<file path="src/rtl/fifo_rr_push_arb.sv">
// Round-robin push arbiter that lets N requesters share one downstream fifo.
// Each pushed entry carries its source tag. A per-requester outstanding
// counter, decremented from the consumer's tagged pops, caps how many fifo
// entries any one requester may occupy. A sticky error flags pops that do not
// match any outstanding entry.
module fifo_rr_push_arb #(
    parameter int N       = 4,
    parameter int W       = 32,
    parameter int LG_D    = 3,
    parameter int MAX_OUT = 4,
    localparam int TAG_W  = (N > 1) ? $clog2(N) : 1
) (
    input  logic                       clk,
    input  logic                       reset,
    input  logic [N-1:0]               req_valid,
    input  logic [N*W-1:0]             req_data,
    output logic [N-1:0]               req_ready,
    output logic                       fifo_push,
    output logic [TAG_W+W-1:0]         fifo_in,
    input  logic                       fifo_full,
    input  logic                       fifo_pop,
    input  logic [TAG_W-1:0]           fifo_out_tag,
    output logic [N*(LG_D+1)-1:0]      outstanding,
    output logic                       err
);

    localparam int CW = LG_D + 1;

    logic [TAG_W-1:0] ptr_q, ptr_d;
    logic [CW-1:0]    cnt_q [N];
    logic [CW-1:0]    cnt_d [N];
    logic             err_q, err_d;

    logic [N-1:0]     elig;
    logic [N-1:0]     grant;
    logic [N-1:0]     dec;
    logic             found;
    logic [TAG_W-1:0] idx;
    int               sel;
    int               cand;
    logic             tag_hit;

    // A requester may push only while under its outstanding cap and the fifo has room.
    always_comb begin
        for (int i = 0; i < N; i++) begin
            elig[i] = req_valid[i] & (cnt_q[i] < CW'(MAX_OUT)) & ~fifo_full;
        end
    end

    // Rotating priority search starting at ptr_q, wrapping explicitly for any N.
    always_comb begin
        grant = '0;
        found = 1'b0;
        idx   = '0;
        sel   = 0;
        cand  = 0;
        for (int k = 0; k < N; k++) begin
            cand = int'(ptr_q) + k;
            if (cand >= N) begin
                cand = cand - N;
            end
            if (!found && elig[cand]) begin
                found       = 1'b1;
                sel         = cand;
                idx         = TAG_W'(cand);
                grant[cand] = 1'b1;
            end
        end
    end

    // Push outputs; payload is zeroed when nothing is pushed.
    always_comb begin
        req_ready = grant;
        fifo_push = found;
        fifo_in   = '0;
        if (found) begin
            fifo_in = {idx, req_data[sel*W +: W]};
        end
    end

    // Next pointer: one past the winner, wrapping at N-1.
    always_comb begin
        ptr_d = ptr_q;
        if (found) begin
            ptr_d = (idx == TAG_W'(N - 1)) ? '0 : idx + TAG_W'(1);
        end
    end

    // Counter update from grants and tagged pops; an unmatched pop sets the sticky error.
    always_comb begin
        tag_hit = 1'b0;
        for (int i = 0; i < N; i++) begin
            dec[i]   = fifo_pop & (fifo_out_tag == TAG_W'(i)) & (cnt_q[i] != '0);
            cnt_d[i] = cnt_q[i];
            if (dec[i]) begin
                tag_hit = 1'b1;
            end
            if (grant[i] & ~dec[i]) begin
                cnt_d[i] = cnt_q[i] + CW'(1);
            end else if (dec[i] & ~grant[i]) begin
                cnt_d[i] = cnt_q[i] - CW'(1);
            end
        end
        err_d = err_q | (fifo_pop & ~tag_hit);
    end

    // Registered arbiter state.
    always_ff @(posedge clk or posedge reset) begin
        if (reset) begin
            ptr_q <= '0;
            err_q <= 1'b0;
            for (int i = 0; i < N; i++) begin
                cnt_q[i] <= '0;
            end
        end else begin
            ptr_q <= ptr_d;
            err_q <= err_d;
            for (int i = 0; i < N; i++) begin
                cnt_q[i] <= cnt_d[i];
            end
        end
    end

    // Expose the counters and error flag directly from the flops.
    always_comb begin
        for (int i = 0; i < N; i++) begin
            outstanding[i*CW +: CW] = cnt_q[i];
        end
        err = err_q;
    end

endmodule

</file>
<file path="config.mk">
export PLATFORM = sky130hd
export DESIGN_NAME = fifo_rr_push_arb
export DESIGN_NICKNAME = d
export VERILOG_FILES = /design/src/rtl/fifo_rr_push_arb.sv
export SDC_FILE = /design/constraint.sdc
export NUM_CORES = 1
export LEC_CHECK = 0
export CAP_MARGIN = 20
export CORE_MARGIN = 8
export CORE_UTILIZATION = 35
export DETAILED_ROUTE_END_ITERATION = 8
export PLACE_DENSITY = 0.93
export SLEW_MARGIN = 20
export SYNTH_ARGS = -nofsm -noshare
export SYNTH_HDL_FRONTEND = slang
export SYNTH_SLANG_ARGS = --single-unit
</file>
<file path="constraint.sdc">
create_clock -name clk -period 5.3 [get_ports clk]
set_input_delay 0.795 -clock clk [delete_from_list [all_inputs] [get_ports clk]]
set_output_delay 0.795 -clock clk [all_outputs]
set_load 0.01 [all_outputs]
</file>
==> summary.md, run 1 <==
| Metric | Value |
|---|---|
| Status | `finished, final reports clean` |
| # DRC | `0` |
| Hold EP | `err$_DFF_PP0_` |
| CTS max path bufs | `2` |
| Largest net degree at the start of global routing | `33` |
| Drt wl/cell | `21.0 um` |
| FF+latch count, synth | `19` |
| Worst-path maximum fanout | `32` |
| Final period demand of the worst path | `5.19 ns` |
| CTS tree | `done` |
| Hpwl dp | `10.3 mm` |
| Worst R2R Path Depth | `14` |
| Initial core utilization | `0.356` |
| Htree depth | `1` |
| Tightest Pin Transition | `0.757 ns` |
| Post-route cell area | `0.00488 mm2` |
| Final Max Tran Viols | `0` |
| Tot Pwr | `3370 uW` |
| Die H | `104 um` |
| Worst Hold Launch | `err$_DFF_PP0_` |
| Post_cts resized | `0` |
| Power Density | `691 mW/mm2` |
| Mapped Avg Cell Area | `9.56 um2` |
| Worst hold-check path type | `reg2reg` |
| Worst Skew | `0.00301 ns` |
| WHS | `0.480 ns` |
| Core Box Area | `0.00765 mm2` |
| Placed inst area | `0.00482 mm2` |
| Final worst setup slack | `0.106 ns` |
| Async set or reset register ratio after synthesis | `1.00` |
| Hold path depth | `1` |
| Seq/Total Area, Yosys | `0.175` |
| MaxCap Viol Count | `0` |
| Post-Syn Instances | `285` |
| CP required | `4.51 ns` |
| Worst VDD drop | `0.000365 V` |
| First-pass GRT wire length | `18.5 mm` |
| CTS buffer count | `3` |
| DP Worst Slack | `0.109 ns` |
| EDFF count, synth | `0` |
| CTS root buffer | `clkbuf_8` |
| Rows | `32` |
| 1st-iter DRT viols | `171` |
| Commonest non-fill, non-tap cell in the layout | `clkdlybuf4s50_1` |
| Layout area overhead | `79.2%` |
| YS warnings | `0` |
| Initial antenna violation count | `0` |
| Layout Utilization | `0.638` |
| NumNets Final | `640` |
| Synth Net Count | `447` |
| R2R setup slack | `1.44 ns` |
| Total track usage | `0.210` |
| RR Endpoint | `outstanding[3]$_DFFE_PP0P_` |
| WL final | `12.2 mm` |
| Global route overflow | `0` |
| Vias in the first global route | `3274` |
| Chip Width | `104 um` |
| Setup Fix Bufs, Post-CTS | `0` |
| Crit Path Class | `in2out` |
| Slew headroom | `0.495` |
| Crit path DAT | `4.40 ns` |
| Via count | `3147` |
| Crit share post-route | `0.980` |
| Final ANT Viol Nets | `0` |
| Crit end category | `output port` |
| Leak | `0.00190 uW` |
| Fraction of layout cells with a size suffix above 1 | `0.0881` |
| Main flop type after synthesis | `dfrtp_1` |
| Worst-path clk slew | `0.08 ns` |
| Final hold violations | `0` |
| Commonest non-fill, non-tap cells in the layout | `193 x clkdlybuf4s50_1, 68 x mux2i_1, 22 x o22ai_1` |
| DRT Pass-1 Iters | `4` |
| Cell variety after synth | `48` |
| Critical path startpoint category | `input port` |
| Maximum clock rate | `193 MHz` |
| Area of the mapped netlist | `0.00272 mm2` |
| Cts hold-fix bufs | `0` |
| Top Ports | `194` |
| Full die area | `0.0109 mm2` |
| Final Setup Violations | `0` |
| Clk Latency, worst-skew pair | `0.26 ns` |
| Crit path from | `fifo_full` |
| # diodes | `0` |
| Port bufs | `193` |
| R2r startpoint | `ptr_q[1]$_DFFE_PP0P_` |
| Placer Congestion | `0.939` |
| Clk sinks | `19` |
| Vias per inst | `5.44` |
[logic make-up (layout without fill, tap and decap cells)]
family,Yosys count,in the layout,synth area share
AOI/OAI and AO/OA,77,77,0.212
and+or+nand+nor,47,47,0.104
xor gates and xnor gates,17,17,0.0547
adders and majority gates,24,24,0.121
muxes,74,74,0.283
buffers and inverters,27,219,0.0501
DFF,19,19,0.175
[stage by stage]
step / std cells / setup TNS [ns]
3_5_place_dp: 575 / 0
4_1_cts: 579 / 0
2_1_floorplan: 285 / 0
3_3_place_gp: 575 / 0
5_1_grt: 579 / -0.00725
6_report: 579 / 0
[registers in the layout, summed over array words and instances (netlist names), named ones only]
name and count:
err 1, ptr_q 1, outstanding 16
[power by group]
part / switching [uW] / leakage, uW / internal, uW / total [uW]
clock: 55.2 / 0.0000217 / 53.1 / 108
combinational: 1360 / 0.00166 / 1570 / 2920
sequential: 119 / 0.000222 / 221 / 340
total: 1530 / 0.00190 / 1840 / 3370
[Yosys cell counts (2+ instances only)]
cell type   n  area share
a22oi_1     8       0.022
buf_2      10       0.018
buf_4       4       0.011
o21ai_0    10       0.018
a21o_1      4       0.011
a21oi_1     9       0.017
inv_1       6      0.0083
or4_1       2      0.0055
mux2i_1    68        0.25
dfrtp_1    19        0.17
nor3_1      3      0.0055
mux4_2      2       0.017
o22ai_1    22       0.051
or4b_1      4       0.015
nor2b_1     4      0.0092
xor2_1      4       0.013
nor4b_1     4       0.013
o22ai_2    10       0.046
a211oi_1    2      0.0055
nand3_1     5      0.0092
nand4_1     2      0.0046
nor4_1      2      0.0046
xnor2_1    13       0.042
fa_1        4       0.029
mux2_2      4       0.017
ha_1       20       0.092
and2_1      2      0.0046
nand2_1     9       0.012
clkbuf_1    5      0.0069
nor2_1      6      0.0083
[critical path: stages]
cell	delay (ns)
clkdlybuf4s50_1	0.53
or4b_1	0.62
mux4_2	0.53
nor2b_1	0.15
o32a_1	0.33
o31ai_4	0.32
nand2_1	0.14
buf_12	0.20
o22ai_1	0.19
clkdlybuf4s50_1	0.58
[per-layer routing]
metal	global-route usage	wire, um
met5	0	0
met4	0.0569	295
met2	0.391	6470
met1	0.238	4800
met3	0.0390	625
[how the worst max path moves through the flow]
stage / to / cells past startpoint
6_report: fifo_in[26] / 10
5_1_grt: fifo_in[26] / 10
4_1_cts: fifo_in[26] / 10
3_5_place_dp: fifo_in[26] / 10
3_3_place_gp: fifo_in[31] / 10
2_1_floorplan: fifo_in[10] / 9
[area by class of cell]
class / count / area (um2)
Clock inverter: 1 / 7.51
Inverter: 7 / 26.3
Multi-Input combinational cell: 239 / 2120
Fill cell: 586 / 2770
Tap cell: 102 / 128
Sequential cell: 19 / 475
Clock buffer: 3 / 41.3
Timing Repair Buffer: 208 / 2080
Power figures use the tool's default switching activity.
==> run 2, diff against run 1 <==
ABC_CLOCK_PERIOD_IN_PS = 5300   (was not set)
==> results of run 2 <==
Same layout as run 1: the final DEF is identical, and so are final timing and power.
==> run 3, diff against run 2 <==
PLACE_DENSITY = 0.81   (was 0.93)
==> run 3 against run 2 <==
  * Wire length decreased by 3.9%
  * Clock power barely moved
  * Worst setup slack improved by 0.072 ns
  * Via count decreased by 2.0%
  * Critical path depth did not move
  * Register-to-register slack got worse by 0.29 ns
  * Critical endpoint is now fifo_in[30]
  * Largest cell class unchanged
==> summary.md, run 3 (synthesis gave the netlist of run 1 again) <==
| Metric | Value |
|---|---|
| Cell Chain, Critical Path | `clkdlybuf4s50_1, or4b_1, mux4_2, nor2b_1, o32a_1, o31ai_4, or2b_2, buf_12, o22ai_1, clkdlybuf4s50_1` |
| Final Max Tran Viols | `0` |
| Top Ports | `194` |
| Worst-path maximum fanout | `24` |
| 1st-iter DRT viols | `168` |
| Layout area overhead | `78.6%` |
| MaxCap Viol Count | `0` |
| Setup Fix Bufs, Post-CTS | `0` |
| Critical path startpoint category | `input port` |
| Hpwl dp | `9.83 mm` |
| M1 WL | `4.35 mm` |
| Rows | `32` |
| Initial core utilization | `0.356` |
| Crit end category | `output port` |
| Worst Skew | `0.00752 ns` |
| Layout Utilization | `0.636` |
| Worst-path clk slew | `0.07 ns` |
| Htree depth | `1` |
| Final period demand of the worst path | `5.12 ns` |
| Hold EP | `err$_DFF_PP0_` |
| # diodes | `0` |
| Post_cts resized | `0` |
| Vias per inst | `5.33` |
| Critical-path top delay cell | `or4b_1` |
| Maximum clock rate | `195 MHz` |
| Crit Path Class | `in2out` |
| Crit path DAT | `4.33 ns` |
| Leak | `0.00189 uW` |
| Vias in the first global route | `3225` |
| Multi-input gate area | `0.00212 mm2` |
| # DRC | `0` |
| Fin Setup TNS | `0 ns` |
| Worst R2R Path Depth | `14` |
| Met3 wire len | `653 um` |
| Commonest non-fill, non-tap cell in the layout | `clkdlybuf4s50_1` |
| Total track usage | `0.203` |
| Worst Hold Launch | `err$_DFF_PP0_` |
| Clk sinks | `19` |
| R2R setup slack | `1.15 ns` |
| Post-route cell area | `0.00486 mm2` |
| Crit share post-route | `0.966` |
| CTS root buffer | `clkbuf_8` |
| CP required | `4.51 ns` |
| Fraction of layout cells with a size suffix above 1 | `0.0860` |
| Largest net degree at the start of global routing | `44` |
| CTS max path bufs | `2` |
| Placer Congestion | `0.861` |
| Full die area | `0.0109 mm2` |
| Drt wl/cell | `20.2 um` |
| Chip Width | `104 um` |
| Clk Latency, worst-skew pair | `0.26 ns` |
| Hold path depth | `1` |
| Power Density | `679 mW/mm2` |
| Final hold violations | `0` |
| Final ANT Viol Nets | `0` |
| Placed inst area | `0.00481 mm2` |
| WL final | `11.7 mm` |
| Tightest Pin Transition | `0.762 ns` |
| Core Box Area | `0.00765 mm2` |
| RR Endpoint | `outstanding[7]$_DFFE_PP0P_` |
| Crit path from | `fifo_full` |
| First-pass GRT wire length | `17.9 mm` |
| Commonest non-fill, non-tap cells in the layout | `193 x clkdlybuf4s50_1, 68 x mux2i_1, 22 x o22ai_1` |
| Slew headroom | `0.492` |
| DR WL met2 | `6.49 mm` |
| Port bufs | `193` |
| Max FFs per register | `16` |
| NumNets Final | `640` |
| Global route overflow | `0` |
| Final Setup Violations | `0` |
| FF+latch area | `475 um2` |
| WP buf/inv | `3` |
| CTS tree | `done` |
| DRT Pass-1 Iters | `4` |
| CP delay by family, top | `buffers and inverters` |
| Status | `finished, final reports clean` |
| Initial antenna violation count | `0` |
| Fillcell total | `628` |
| CTS buffer count | `3` |
| Cts hold-fix bufs | `0` |
| Critical Path Most Common Cell | `clkdlybuf4s50_1` |
| Via count | `3085` |
| DR top layer | `met4` |
| Worst VDD drop | `0.000427 V` |
| Die H | `104 um` |
| RSZ-0062 raised after global routing | `no` |
| Max incr delay on CP | `0.57 ns` |
| Worst hold-check path type | `reg2reg` |
run 3: cell types whose count changed in the layout (fill, tap and decap cells not counted):
cell	before	now
or4b_4	2	0
buf_12	3	2
o21ai_1	1	0
buf_4	12	13
o21ai_2	0	1
or4b_1	2	4
run 3: worst max-delay path by stage:
stage                  end  slack (ns)  cells after the start
5_1_grt        fifo_in[30]        0.03                     10
4_1_cts        fifo_in[24]        0.20                     10
2_1_floorplan  fifo_in[10]        1.25                      9
3_5_place_dp   fifo_in[24]        0.19                     10
6_report       fifo_in[30]        0.18                     10
3_3_place_gp   fifo_in[24]        0.28                     10
run 3: final cells by class:
class | instances | share of cell area
clock inverters | 1 | 0.00154
multi-input cells | 239 | 0.435
well taps | 102 | 0.0262
flip-flops and latches | 19 | 0.0977
repair buffers | 208 | 0.425
clock buffers | 3 | 0.00849
inverters | 7 | 0.00540
run 3: power breakdown:
part           internal [uW]  switching (uW)  leakage, uW
registers                221             135     0.000222
logic                   1540            1310      0.00165
clock network           53.1            54.2    0.0000217
run 3: metal layers:
layer  vias up  GRT usage
li1       1492          -
met1      1471      0.216
met2       108      0.391
met3        14     0.0458
met4         0     0.0476
met5         -          0
run 3: worst register-to-register path, delay by kind of cell, from the launching register on:
kind | cells | cell delay [ns]
AOI/OAI and AO/OA | 4 | 0.89
xor gates and xnor gates | 2 | 0.27
adders and majority gates | 3 | 1.01
buffers and inverters | 2 | 0.30
DFF | 1 | 0.71
muxes | 1 | 0.49
and+or+nand+nor | 2 | 0.35
run 3: per-stage QoR:
| stage | hold slack, ns | total power, uW | std cells | setup slack, ns |
|---|---|---|---|---|
| after detailed placement | 0.472 | 3210 | 575 | 0.193 |
| after CTS | 0.489 | 3330 | 579 | 0.198 |
| after floorplan | 0.503 | 2060 | 285 | 1.25 |
| after global routing | 0.508 | 3530 | 579 | 0.0286 |
| final | 0.481 | 3310 | 579 | 0.178 |
| after global placement | 0.457 | 3140 | 575 | 0.277 |
